`src/rtl/sm_bus.sv`:
```
// Snoop side of the MSI coherence controller: looks up broadcast bus requests in a
// direct-mapped line-state table, applies MSI snoop transitions, runs write-backs.
module sm_bus #(
  parameter int LINES    = 4,
  parameter int IDX_W    = 2,
  parameter int TAG_W    = 4,
  parameter int WB_BEATS = 2,
  localparam int BW      = $clog2(WB_BEATS) + 1
) (
  input  logic             clock,
  input  logic             reset,
  input  logic             busValid,
  input  logic [1:0]       busOp,
  input  logic [IDX_W-1:0] busIndex,
  input  logic [TAG_W-1:0] busTag,
  output logic             busReady,
  output logic             busDone,
  output logic             abortMemAccess,
  output logic             writeBack,
  output logic [BW-1:0]    wbBeat,
  input  logic             cpuUpdate,
  input  logic [IDX_W-1:0] cpuIndex,
  input  logic [TAG_W-1:0] cpuTag,
  input  logic [1:0]       cpuState,
  output logic             cpuReady,
  output logic [1:0]       snoopState,
  output logic             protocolError
);
  typedef enum logic [1:0] {IDLE, WB, DONE} state_t;

  // Resolved outcome of a snoop, decided once at acceptance.
  typedef struct packed {
    logic [IDX_W-1:0] idx;
    logic             hit;
    logic [1:0]       nst;
    logic             wb;
    logic             perr;
  } cap_t;

  localparam logic [1:0] ST_I = 2'b00, ST_S = 2'b01, ST_M = 2'b10;
  localparam logic [1:0] OP_RD = 2'b01, OP_WR = 2'b10, OP_INV = 2'b11;

  state_t           state, nxt;
  cap_t             cap, cap_d, cur;
  logic [BW-1:0]    beat;
  logic [TAG_W-1:0] tagq [LINES];
  logic [1:0]       stq  [LINES];
  logic [1:0]       ent_st;
  logic             accept, hit, enter_done;

  assign ent_st = stq[busIndex];
  assign hit    = (ent_st != ST_I) && (tagq[busIndex] == busTag);
  assign accept = busValid && busReady && (busOp != 2'b00);

  always_comb begin
    cap_d      = '0;
    cap_d.idx  = busIndex;
    cap_d.hit  = hit;
    if (hit) begin
      if (ent_st == ST_S) begin
        cap_d.nst = (busOp == OP_RD) ? ST_S : ST_I;
      end else if (ent_st == ST_M) begin
        cap_d.nst  = (busOp == OP_RD) ? ST_S : ST_I;
        cap_d.wb   = (busOp != OP_INV);
        cap_d.perr = (busOp == OP_INV);
      end
    end
  end

  always_comb begin
    nxt = state;
    case (state)
      IDLE: if (accept) nxt = cap_d.wb ? WB : DONE;
      WB:   if (beat == BW'(WB_BEATS - 1)) nxt = DONE;
      DONE: nxt = IDLE;
      default: nxt = IDLE;
    endcase
  end

  // Going IDLE->DONE the captured register isn't loaded yet, so use the live decode.
  assign cur        = (state == IDLE) ? cap_d : cap;
  assign enter_done = (nxt == DONE) && (state != DONE);

  always_ff @(posedge clock) begin
    if (reset) begin
      state      <= IDLE;
      cap        <= '0;
      beat       <= '0;
      snoopState <= ST_I;
      for (int i = 0; i < LINES; i++) begin
        tagq[i] <= '0;
        stq[i]  <= ST_I;
      end
    end else begin
      state <= nxt;
      if (accept) cap <= cap_d;
      beat <= (state == WB) ? beat + BW'(1) : '0;
      if (cpuUpdate && cpuReady) begin
        tagq[cpuIndex] <= cpuTag;
        stq[cpuIndex]  <= (cpuState == 2'b11) ? ST_I : cpuState;
      end
      if (enter_done) begin
        snoopState <= cur.nst;
        if (cur.hit) stq[cur.idx] <= cur.nst;
      end
    end
  end

  assign busReady       = (state == IDLE);
  assign busDone        = (state == DONE);
  assign abortMemAccess = (state == DONE) && cap.wb;
  assign protocolError  = (state == DONE) && cap.perr;
  assign writeBack      = (state == WB);
  assign wbBeat         = (state == WB) ? beat : '0;
  assign cpuReady       = (state == IDLE) && !(busValid && (busIndex == cpuIndex));
endmodule

```
`config.mk`:
```
export PLATFORM = sky130hd
export DESIGN_NAME = sm_bus
export DESIGN_NICKNAME = d
export VERILOG_FILES = /design/src/rtl/sm_bus.sv
export SDC_FILE = /design/constraint.sdc
export NUM_CORES = 1
export LEC_CHECK = 0
export BUFFER_PORTS_ARGS = -buffer_cell sky130_fd_sc_hd__clkbuf_2
export CAP_MARGIN = 10
export CORE_MARGIN = 10
export CORE_UTILIZATION = 50
export CTS_BUF_LIST = sky130_fd_sc_hd__clkbuf_8
export DETAILED_ROUTE_END_ITERATION = 7
export PLACE_DENSITY_LB_ADDON = 0.15
export SLEW_MARGIN = 20
export SYNTH_ARGS = -nofsm -noshare
export SYNTH_HDL_FRONTEND = slang
export SYNTH_SLANG_ARGS = --single-unit
export TNS_END_PERCENT = 50
```
`constraint.sdc`:
```
create_clock -name clock -period 3.8 [get_ports clock]
set_input_delay 0 -clock clock [delete_from_list [all_inputs] [get_ports clock]]
set_output_delay 0 -clock clock [all_outputs]
set_load 0.05 [all_outputs]
```
==> results of run 1 <==
-- kinds of logic after synthesis --
group,Yosys count
buffers and inverters,10
DFF,35
muxes,9
and+or+nand+nor,77
xor gates and xnor gates,7
AOI/OAI and AO/OA,27
other,1
adders and majority gates,1
-- metrics by stage --
step	instance area (µm²)	std cells
floorplan	1967	167
global placement	2125	237
detailed placement	2125	237
CTS	2237	245
global route	2237	245
finish	2237	245
-- placed cells by master (no fill, tap or decap), drive strengths merged, types with 3 or more instances in the layout --
master and instances:
nand2b 4, o31ai 5, nor2 6, dfxtp 11, or2 6, nand2 17
edfxtp 24, nand3 3, nor3 7, nor2b 3, mux4 6, xnor2 7
and2 21, inv 4, a21oi 7, a21o 3, o2bb2ai 3, nor4 5
clkbuf 33
-- worst max-delay path, delay by kind of cell (launching register included) --
kind / cells / cell delay [ns]
AO/OA/AOI/OAI: 4 / 1.00
buffers and inverters: 1 / 0.17
flip-flops: 1 / 0.33
AND/OR/NAND/NOR: 2 / 0.78
-- metal layers --
| layer | GRT usage, % | vias to the layer above |
|---|---|---|
| met4 | 4.682 | 0 |
| met1 | 14.00 | 662 |
| met3 | 4.104 | 6 |
| met5 | 0 | - |
| met2 | 23.15 | 46 |
| li1 | - | 670 |
-- worst paths after layout --
kind	from	to	slack [ns]	cells after the start
worst min-delay path	cpuTag[0]	tagq[2][0]$_SDFFCE_PN0P_	0.03	2
worst max register to register	state[0]$_SDFF_PP0_	stq[2][1]$_SDFFCE_PP0P_	1.23	7
worst max-delay path	state[0]$_SDFF_PP0_	stq[2][1]$_SDFFCE_PP0P_	1.23	7
worst min register to register	cap[1]$_SDFFE_PP0N_	cap[1]$_SDFFE_PP0N_	0.46	2
-- report_power, final --
group | total [mW] | switching [mW] | internal [mW]
Sequential | 0.430 | 0.00574 | 0.424
Combinational | 0.140 | 0.0870 | 0.0527
Clock | 0.334 | 0.139 | 0.195
-- state kept, by name, summed over array words and instances (netlist names) --
name	flops
snoopState	1
cap	6
beat	2
stq	8
tagq	16
state	2
-- layout make-up --
class | count | area [µm²] | share of cell area [%]
flip-flops and latches | 35 | 940.9 | 42.06
repair buffers | 28 | 140.1 | 6.264
multi-input cells | 122 | 968.4 | 43.29
inverters | 4 | 15.01 | 0.6711
clock buffers | 5 | 68.82 | 3.076
clock inverters | 3 | 43.79 | 1.957
well taps | 48 | 60.06 | 2.685
==> flow_results.org, run 1 <==
** Outcome
- The flow ran to the end, and the final reports show no timing, DRC or antenna violations.

** Layout
- The post-route netlist has 31.47% of its cells at a drive strength greater than 1.
- Count of filler cells inserted in the layout :: 333
- Relative to the synthesized area, the layout overhead comes to 13.74%.
- Utilization of the core after routing :: 59.76%
- 0 antenna diodes ended up in the layout.
- Nets :: 217

** CTS
- # hold bufs at CTS :: 0
- Buffers added to address setup during post-CTS repair amount to 0.
- Root Buffer :: clkbuf_8
- The number of clock buffers added by TritonCTS is 5.
- At the later pin of the worst-skew pair, clock insertion delay measures 0.29 ns.
- Count of instances resized after the clock tree is built :: 0
- CTS saw 35 sinks.
- TritonCTS built the clock tree.
- The clock passes through at most 2 buffers.
- Level count of the clock H-tree :: 2
- Reg clk slew, reported paths :: 0.08 ns

** Global route
- Total overflow reported by the global router :: 0
- The first global-routing pass estimated 6.693 mm of wire.
- Maximum number of pins on one net before global-route repair :: 23
- For this run, the total global-route usage over all layers was measured as 12.95%.
- Via count of the first global-routing pass :: 1446
- Number of antenna violations at the first check in global routing :: 0

** STA
- The final-report max-slew violation count was 0.
- Post-route worst setup slack :: 1.229 ns
- Static timing analysis puts the maximum clock frequency at 389.0 MHz.
- Setup repair after global routing left no endpoint under its margin.
- Worst-case hold slack :: 0.02968 ns
- At the pin with the least slew margin, the transition time is 0.6847 ns.
- Setup violations remaining at the end of the flow were counted as 0.
- Setup total negative slack on the finished layout was measured at 0 ns.
- Worst max-slew margin expressed relative to the limit :: 54.15%
- The worst path in the final design needs a cycle of 2.571 ns, including I/O delays and setup.
- On the final layout, the worst clock skew is 0.009162 ns.
- Share of the cycle needed by the critical path after routing :: 67.66%
- The hold violation count in the final report is 0.

** Routing
- In the routed layout, each cell is associated on average with a via count of 5.649.
- Wire segments on met3 add up to 290 µm in the final route.
- Routed length on met2 :: 2.163 mm
- Starting DRT DRC Count :: 76
- Vias :: 1384
- Total iterations of the first detailed-routing run :: 4
- Detail Route Antenna Nets :: 0
- After detailed routing, the wire length on met1 is 1.628 mm.
- The routed design has 4.138 mm of wire.
- After detailed routing, no signal wire sits above met4.
- DR DRC count :: 0
- Dividing the detail-routed wire length by the instance count gives 16.89 µm.

** Place
- The count of buffers added on input and output ports is 28.
- OpenSTA, run right after detailed placement, puts the worst setup slack at 1.267 ns.
- At the end of routability-driven placement, the weighted congestion stood at 0.8982.
- Placed wire-length estimate :: 3.316 mm

** Setup path
- Worst-path cell chain :: or2_1, inv_2, o211ai_1, a21oi_1, o31ai_4, nor4_1, a21o_2
- Data arrival time at the worst-slack endpoint :: 2.58 ns
- For this design, the slowest cell found on the critical path is nor4_1.
- Crit Path Category :: flip-flop to flip-flop
- Crit path launch type :: flip-flop
- CP endpoint kind :: flip-flop
- STA puts the critical path data required time at 3.81 ns.
- Along the worst path, the maximum fanout reaches 9.
- Delay contributed by the slowest stage of the critical path :: 0.43 ns

** Floorplanning
- Io pins :: 30
- Die area :: 6843 µm²
- Row generation in the floorplan step produced 22 rows.
- In this run the vertical extent of the chip is 82.72 µm.
- The initial utilization of the core area, before any placement, comes to 52.54%.
- Overall die width :: 82.72 µm
- Std-Cell Core Area :: 3744 µm²

** Synthesis
- Summing every instance area after synthesis gives 1967 µm².
- Cell with the most instances after synthesis :: edfxtp_1
- In the synthesized netlist the dominant register cell turns out to be edfxtp_1.
- Seq/Total Area, Yosys :: 47.84%
- Dominant combinational cell family by area after synthesis :: simple AND/OR/NAND/NOR gates
- Of the total synthesized cell area, the portion taken by AND, OR, NAND and NOR gates is 22.20%.
- Number of library cell types mapped by synthesis :: 46
- The share of synthesized area in the top cell type comes to 36.64%.
- Summing the areas of all compound-gate instances in the mapped netlist gives 12.53% of the synthesized area.
- The synthesized design contains 24 enable-type register cells.
- The biggest area contributor in the post-synthesis netlist is edfxtp_1.
- Post-synthesis net count :: 188
- The average instance in the mapped netlist occupies 11.78 µm².
- Ranked by instance count, the synthesized netlist is headed by 24 x edfxtp_1, 21 x and2_1, 16 x nand2_1, 11 x dfxtp_1.
- Proportion of synthesized area in mux cells :: 8.461%
- Register bit total from synthesis :: 35
- Synthesized-area fraction occupied by adder cells :: 0.6361%
- For this run, the number of Yosys warnings is 0.
- Xor and xnor fraction of the mapped netlist area :: 5.216%
- In the synthesized netlist the async set-or-reset flop fraction comes to 0%.
- Top cells by area, synth :: edfxtp_1 37%, dfxtp_1 11%, mux4_2 6.9%, and2_1 6.7%, nand2_1 3.1%
- Gate count of the mapped netlist :: 167

** Power and ir drop
- Across the VDD grid, the largest voltage drop is 0.0002409 V.
- Summing internal, switching and leakage power gives 903.7 µW.
- In this run the power density over the cells is 403.9 nW/µm².
- Leak Pwr :: 0.8547 nW

** Hold path
- Type of the tightest min-delay check :: input pin to flip-flop

** Run
- Maxcap violations :: 0
Power figures use the tool's default switching activity.
==> inputs of run 2 (changes only) <==
clock period = 2.65 ns   (was 3.8 ns; I/O delays follow)
==> run 2 against run 1 <==
Compared with the run above: wire length increased by 4.3%; hold slack got worse by 0.0082 ns; sequential power up 43%; critical path type unchanged; first-iteration DRC count rose by 6.6%; final cell count rose by 1.6%.
==> flow_results.org, run 2 (synthesis results as in run 1) <==
** Outcome
- Outcome :: complete, no violations

** CTS
- The H-tree was split into 2 levels.
- Once the clock tree was built, the resizer swapped 0 gates to a different size.
- TritonCTS built the clock tree.
- In this run the deepest clock path goes through 2 buffers.
- Reg clk slew, reported paths :: 0.08 ns
- Clock tree synthesis selected as its root buffer the cell clkbuf_8.
- Total CTS buffers :: 5
- After clock tree synthesis, the setup repair step added 0 buffers.
- At the later pin of the worst-skew pair, clock insertion delay measures 0.29 ns.
- The clock net in this run drives a total of 35 sinks.
- # hold bufs at CTS :: 0

** Global route
- Entering global routing, the biggest net connects 23 pins.
- Number of antenna violations at the first check in global routing :: 0
- Summed over all layers, the global routing overflow is 0.
- The first global-routing pass estimated 7.224 mm of wire.
- The via count of the first global-routing pass is 1476.
- GRT Util Overall :: 13.94%

** STA
- Fmax :: 400.8 MHz
- Number of setup violations in the final report :: 0
- Period minus WS final :: 2.495 ns
- Sum of negative setup slack :: 0 ns
- The final-report max-slew violation count came to 0.
- Hold is met by 0.02153 ns.
- Hold violation count in the final report :: 0
- Slew at the pin closest to its max-slew limit :: 0.5328 ns
- Setup repair after global routing left no endpoint under its margin.
- The final critical path takes up 94.14% of the cycle.
- Worst clock skew on the final layout :: 0.003892 ns
- Headroom to the max-slew limit came out at 64.15%.
- Post-route worst setup slack :: 0.1552 ns

** Layout
- The multi-input combinational cells in the finished layout cover a total of 974.7 µm².
- The filler cells instantiated in the layout total 324.
- The register with the most flip-flops in the layout has 16 of them.
- Of the cells placed in the final design, the portion with a size suffix greater than 1 is 33.33%.
- Storage cell area :: 940.9 µm²
- Syn-to-layout area delta :: 15.59%
- In the final layout, the registers with the most flip-flops are tagq (16), stq (8), cap (6).
- The net count of the finished layout is 221.
- The library cells used most frequently in the layout, excluding fill and tap cells, are 28 x clkbuf_2, 24 x edfxtp_1, 21 x and2_1, 16 x nand2_1, 11 x dfxtp_1.
- After routing the design area is 2273 µm².
- 0 antenna diodes ended up in the layout.
- Largest Register :: tagq
- Commonest non-fill, non-tap cell in the layout :: clkbuf_2

** Setup path
- Worst flop-to-flop path endpoint :: stq[2][0]$_DFFE_PP_
- Worst-path cell chain :: mux4_2, o211ai_4, o31ai_1, nor4_1, a21o_2
- The slowest stage of the critical path is the mux4_2 cell.
- Beginning of the worst register-to-register path :: stq[3][0]$_DFFE_PP_
- FF-to-FF setup slack :: 0.16 ns
- CP Data Required Time :: 2.66 ns
- Measured in cells, the most critical reg-to-reg path has a length of 5.
- STA classifies the critical path endpoint as a flip-flop.
- In this design, the largest share of critical-path delay is due to compound AO/OA/AOI/OAI gates.
- Termination of the worst setup path :: stq[2][0]$_DFFE_PP_
- Total buffers and inverters traversed by the critical path :: 0
- STA puts the critical path data arrival time at 2.50 ns.
- In this design, the stage delay of the slowest critical-path cell is 0.56 ns.
- The critical path crosses 5 cells after its start point.
- The critical path is of the flip-flop to flip-flop type.
- The worst setup path is launched from a flip-flop.
- Launching instance or port of the critical path :: stq[3][0]$_DFFE_PP_
- Crit Path Max Fanout :: 7

** Place
- Post-Place Cell Area :: 2161 µm²
- At the end of routability-driven placement, the weighted congestion stood at 0.8283.
- Detailed placement finished with a half-perimeter wire length of 3.346 mm.
- Placement-stage worst setup slack :: 0.2637 ns
- Count of buffers inserted at the top-level ports :: 28

** Routing
- Starting DRT DRC Count :: 81
- Total iterations of the first detailed-routing run :: 4
- DRT Wirelength :: 4.317 mm
- Dividing the detail-routed via count by the number of cells gives 5.735.
- Across all layers, the routed design uses 1428 vias.
- Dividing the detail-routed wire length by the instance count gives 17.34 µm.
- Detail Route Antenna Nets :: 0
- DR DRC count :: 0

** Floorplanning
- The core region is 3744 µm².
- Io pins :: 30
- The floorplan has 22 rows.
- Effective utilization at floorplan :: 52.54%
- In this run the vertical extent of the chip is 82.72 µm.
- Overall die width :: 82.72 µm
- Die area :: 6843 µm²

** Power and ir drop
- Worst voltage drop across the vdd grid :: 0.0002830 V
- For this design the static power due to leakage is 0.8760 nW.
- Dividing total power by cell area gives a power density of 575.2 nW/µm².

** Hold path
- Type of the tightest min-delay check :: input pin to flip-flop

** Run
- Maxcap violations :: 0
run 2: cell count changes in the layout (fill, tap and decap cells not counted):
cell and change:
buf_4 +4, a31oi_2 +1, a31oi_1 -1
run 2: worst reg2reg max path: stages (launching register included):
cell	delay [ns]
edfxtp_1	0.39
mux4_2	0.56
o211ai_4	0.37
o31ai_1	0.15
nor4_1	0.51
a21o_2	0.24
run 2: how the worst min path moves through the flow:
stage,cells after the start,startpoint,endpoint,slack (ns)
after detailed placement,2,cpuTag[0],tagq[2][0]$_SDFFCE_PN0P_,0.32
after CTS,2,cpuTag[0],tagq[2][0]$_SDFFCE_PN0P_,0.02
final,2,cpuTag[0],tagq[2][0]$_SDFFCE_PN0P_,0.02
after floorplan,1,cpuTag[0],tagq[0][0]$_SDFFCE_PN0P_,0.20
after global placement,2,cpuTag[0],tagq[2][0]$_SDFFCE_PN0P_,0.31
after global routing,2,cpuTag[0],tagq[2][0]$_SDFFCE_PN0P_,0.02
run 2: power breakdown:
group	total [mW]	internal (mW)	switching, mW
clock network	0.483	0.280	0.203
logic	0.208	0.0791	0.129
registers	0.616	0.608	0.00843
total	1.31	0.967	0.341
run 2: per-stage QoR:
| stage | power (mW) | std cells | util, % |
|---|---|---|---|
| 2_1_floorplan | 0.7824 | 167 | - |
| 3_3_place_gp | 0.8308 | 241 | 57.72 |
| 3_5_place_dp | 0.8361 | 241 | 57.72 |
| 4_1_cts | 1.315 | 249 | 60.73 |
| 5_1_grt | 1.365 | 249 | 60.73 |
| 6_report | 1.308 | 249 | 60.73 |
run 2: routing by layer:
layer	share of wire (%)	vias to the layer above	GRT usage, %
met3	7.1	12	4.968
met1	40	682	16.08
met2	51	51	22.53
met5	0	-	0
li1	-	683	-
met4	2.2	0	6.689
run 2: cell type report:
| type | instances | area share, % |
|---|---|---|
| multi-input combinational | 122 | 42.87 |
| sequential | 35 | 41.39 |
| timing repair buffer | 32 | 7.485 |
| clock buffer | 5 | 3.027 |
| tap | 48 | 2.642 |
| clock inverter | 3 | 1.926 |
| inverter | 4 | 0.6604 |
==> inputs of run 3 (changes only) <==
CORE_UTILIZATION = 45   (was 50)
==> run 3 against run 2 <==
Compared with the run above: count of clock-buffer cells in the layout unchanged; sequential power about the same; critical endpoint unchanged; maximum frequency increased by 6.1%; critical path type unchanged; total power decreased by 7.8%; largest cell class unchanged; clock skew increased by 0.0015 ns; highest routed layer unchanged; final cell count increased by 1.2%; utilization decreased by 5.8 points.
==> flow_results.org, run 3 (synthesis results as in run 1) <==
** Setup path
- In this design, the largest share of critical-path delay is due to compound AO/OA/AOI/OAI gates.
- In this run the number of cells on the critical path is 5.
- Data arrival time at the worst-slack endpoint :: 2.36 ns
- Total buffers and inverters traversed by the critical path :: 0
- For the worst flop-to-flop path, the logic depth is 5.
- Walking the worst path, the cells encountered are mux4_2, o211ai_4, o31ai_1, nor4_1, a21o_2.
- The setup path with the least slack is of type flip-flop to flip-flop.
- The worst setup path is captured at a flip-flop.
- Crit path launch type :: flip-flop
- For this run, the slowest stage of the critical path takes 0.54 ns.
- At the worst endpoint, the required time is 2.66 ns.
- The largest individual stage delay along the critical path comes from the cell mux4_2.
- In this run the worst path has a maximum fanout of 7.

** STA
- Sum of negative setup slack :: 0 ns
- Fmax :: 425.2 MHz
- The worst path meets setup with 0.2982 ns of slack.
- Hold violation count in the final report :: 0
- Number of pins with negative max-slew slack in the final report :: 0
- Setup violations remaining at the end of the flow were counted as 0.
- After layout, the minimum clock period comes to 2.352 ns.
- Setup repair after global routing left no endpoint under its margin.
- On the final layout, the worst clock skew is 0.005382 ns.
- The worst path uses 88.75% of the clock period.

** Layout
- Storage cell area :: 940.9 µm²
- In the layout the commonest cells are 28 x clkbuf_2, 24 x edfxtp_1, 21 x and2_1, 16 x nand2_1, 11 x dfxtp_1.
- Relative to the synthesized area, the layout overhead comes to 14.89%.
- Ranked by flip-flop count, first place goes to tagq.
- Of the cells placed in the final design, the portion with a size suffix greater than 1 is 33.66%.
- The filler cells instantiated in the layout total 364.
- Nets :: 222
- The register with the most flip-flops in the layout has 16 of them.
- Commonest non-fill, non-tap cell in the layout :: clkbuf_2
- Area of the multi-input gates :: 974.7 µm²
- The largest registers in the layout are tagq (16), stq (8), cap (6).
- Final antenna diode count :: 0

** Global route
- Via count of the first global-routing pass :: 1472
- GRT Util Overall :: 12.09%
- Total overflow reported by the global router :: 0
- Number of antenna violations at the first check in global routing :: 0
- Entering global routing, the biggest net connects 23 pins.
- The first global-routing pass estimated 7.196 mm of wire.

** CTS
- Setup Buffers After CTS :: 0
- Post-CTS repair changed the size of 0 cells.
- Clock-pin slew was measured on the worst setup and hold paths at 0.07 ns.
- Clock sinks :: 35
- For this design, the CTS-stage hold fixing added 0 buffers.
- Buffers from clock root to sink, at most :: 2
- Total CTS buffers :: 5
- The H-tree was split into 2 levels.
- TritonCTS clock tree :: done
- The root buffer cell chosen for the clock tree is clkbuf_8.
- Insertion delay to the later sink of the worst-skew pair :: 0.28 ns

** Place
- Prior to clock tree synthesis, the placed netlist has a worst setup slack of 0.2473 ns.
- Port buffering added 28 buffers.
- The congestion estimate from routability-driven global placement came to 0.8578.
- Placed wire-length estimate :: 3.465 mm

** Floorplanning
- Effective utilization at floorplan :: 47.80%
- In this run the standard cell core region covers 4115 µm².
- In this run the horizontal extent of the chip is 86.11 µm.
- The floorplan has 23 rows.
- Measured along the y axis, the die boundary spans 86.11 µm.
- The die covers 7415 µm².
- In this run the count of I/O pins placed on the die edge is 30.

** Run
- The tool flagged a number of max-cap violations equal to 0.

** Outcome
- The run finished with clean final reports.

** Routing
- Using the TritonRoute via totals, the vias-per-cell ratio works out to 5.508.
- Starting DRT DRC Count :: 63
- DR DRC count :: 0
- Drt wl/cell :: 17.28 µm
- Vias :: 1388
- Total iterations of the first detailed-routing run :: 5
- For this block, the routed nets add up to 4.355 mm of wire.
- Detail Route Antenna Nets :: 0

** Power and ir drop
- Power density over the cells :: 533.6 nW/µm²
- Worst voltage drop across the vdd grid :: 0.0003558 V
- For this design the static power due to leakage is 0.8632 nW.

** Hold path
- Type of the tightest min-delay check :: input pin to flip-flop
- The worst hold path passes through 2 cells.
-- run 3: cell count changes in the layout (fill, tap and decap cells not counted), sizes merged --
| cell | change |
|---|---|
| clkinvlp | +2 |
| buf | +1 |
| bufinv | -1 |
| clkinv | -1 |
-- run 3: worst paths after layout --
kind | from | to | slack, ns
worst max register to register | stq[0][0]$_DFFE_PP_ | stq[2][0]$_DFFE_PP_ | 0.30
worst min-delay path | cpuTag[1] | tagq[3][1]$_DFFE_PP_ | 0.03
worst min register to register | cap[2]$_SDFFE_PP0N_ | cap[2]$_SDFFE_PP0N_ | 0.45
worst max-delay path | stq[0][0]$_DFFE_PP_ | stq[2][0]$_DFFE_PP_ | 0.30
-- run 3: through the flow --
step                      cells  hold WS [ns]  util (%)  power [mW]  area [µm²]
after detailed placement    244        0.3171     52.75      0.8397        2171
after global routing        252       0.04453     54.91       1.256        2260
after floorplan             167        0.1982         -      0.7824        1973
final                       252       0.02823     54.91       1.206        2260
after global placement      244        0.3070     52.75      0.8356        2171
after CTS                   252       0.02405     54.91       1.219        2260
-- run 3: power by group --
group	total (mW)	internal [mW]	switching [mW]
Combinational	0.211	0.0803	0.130
Clock	0.380	0.183	0.197
Sequential	0.615	0.608	0.00747
Total	1.21	0.871	0.335
-- run 3: layout make-up --
class / instances / area share [%]
multi-input cells: 122 / 43.13
clock buffers: 5 / 3.045
inverters: 4 / 0.6645
well taps: 50 / 2.769
clock inverters: 3 / 0.8859
flip-flops and latches: 35 / 41.64
repair buffers: 33 / 7.863
-- run 3: layer usage --
| layer | wire length (µm) | GRT usage [%] |
|---|---|---|
| met4 | 19 | 3.293 |
| met2 | 2194 | 20.49 |
| met1 | 1816 | 14.10 |
| met5 | 0 | 0 |
| met3 | 325 | 4.163 |
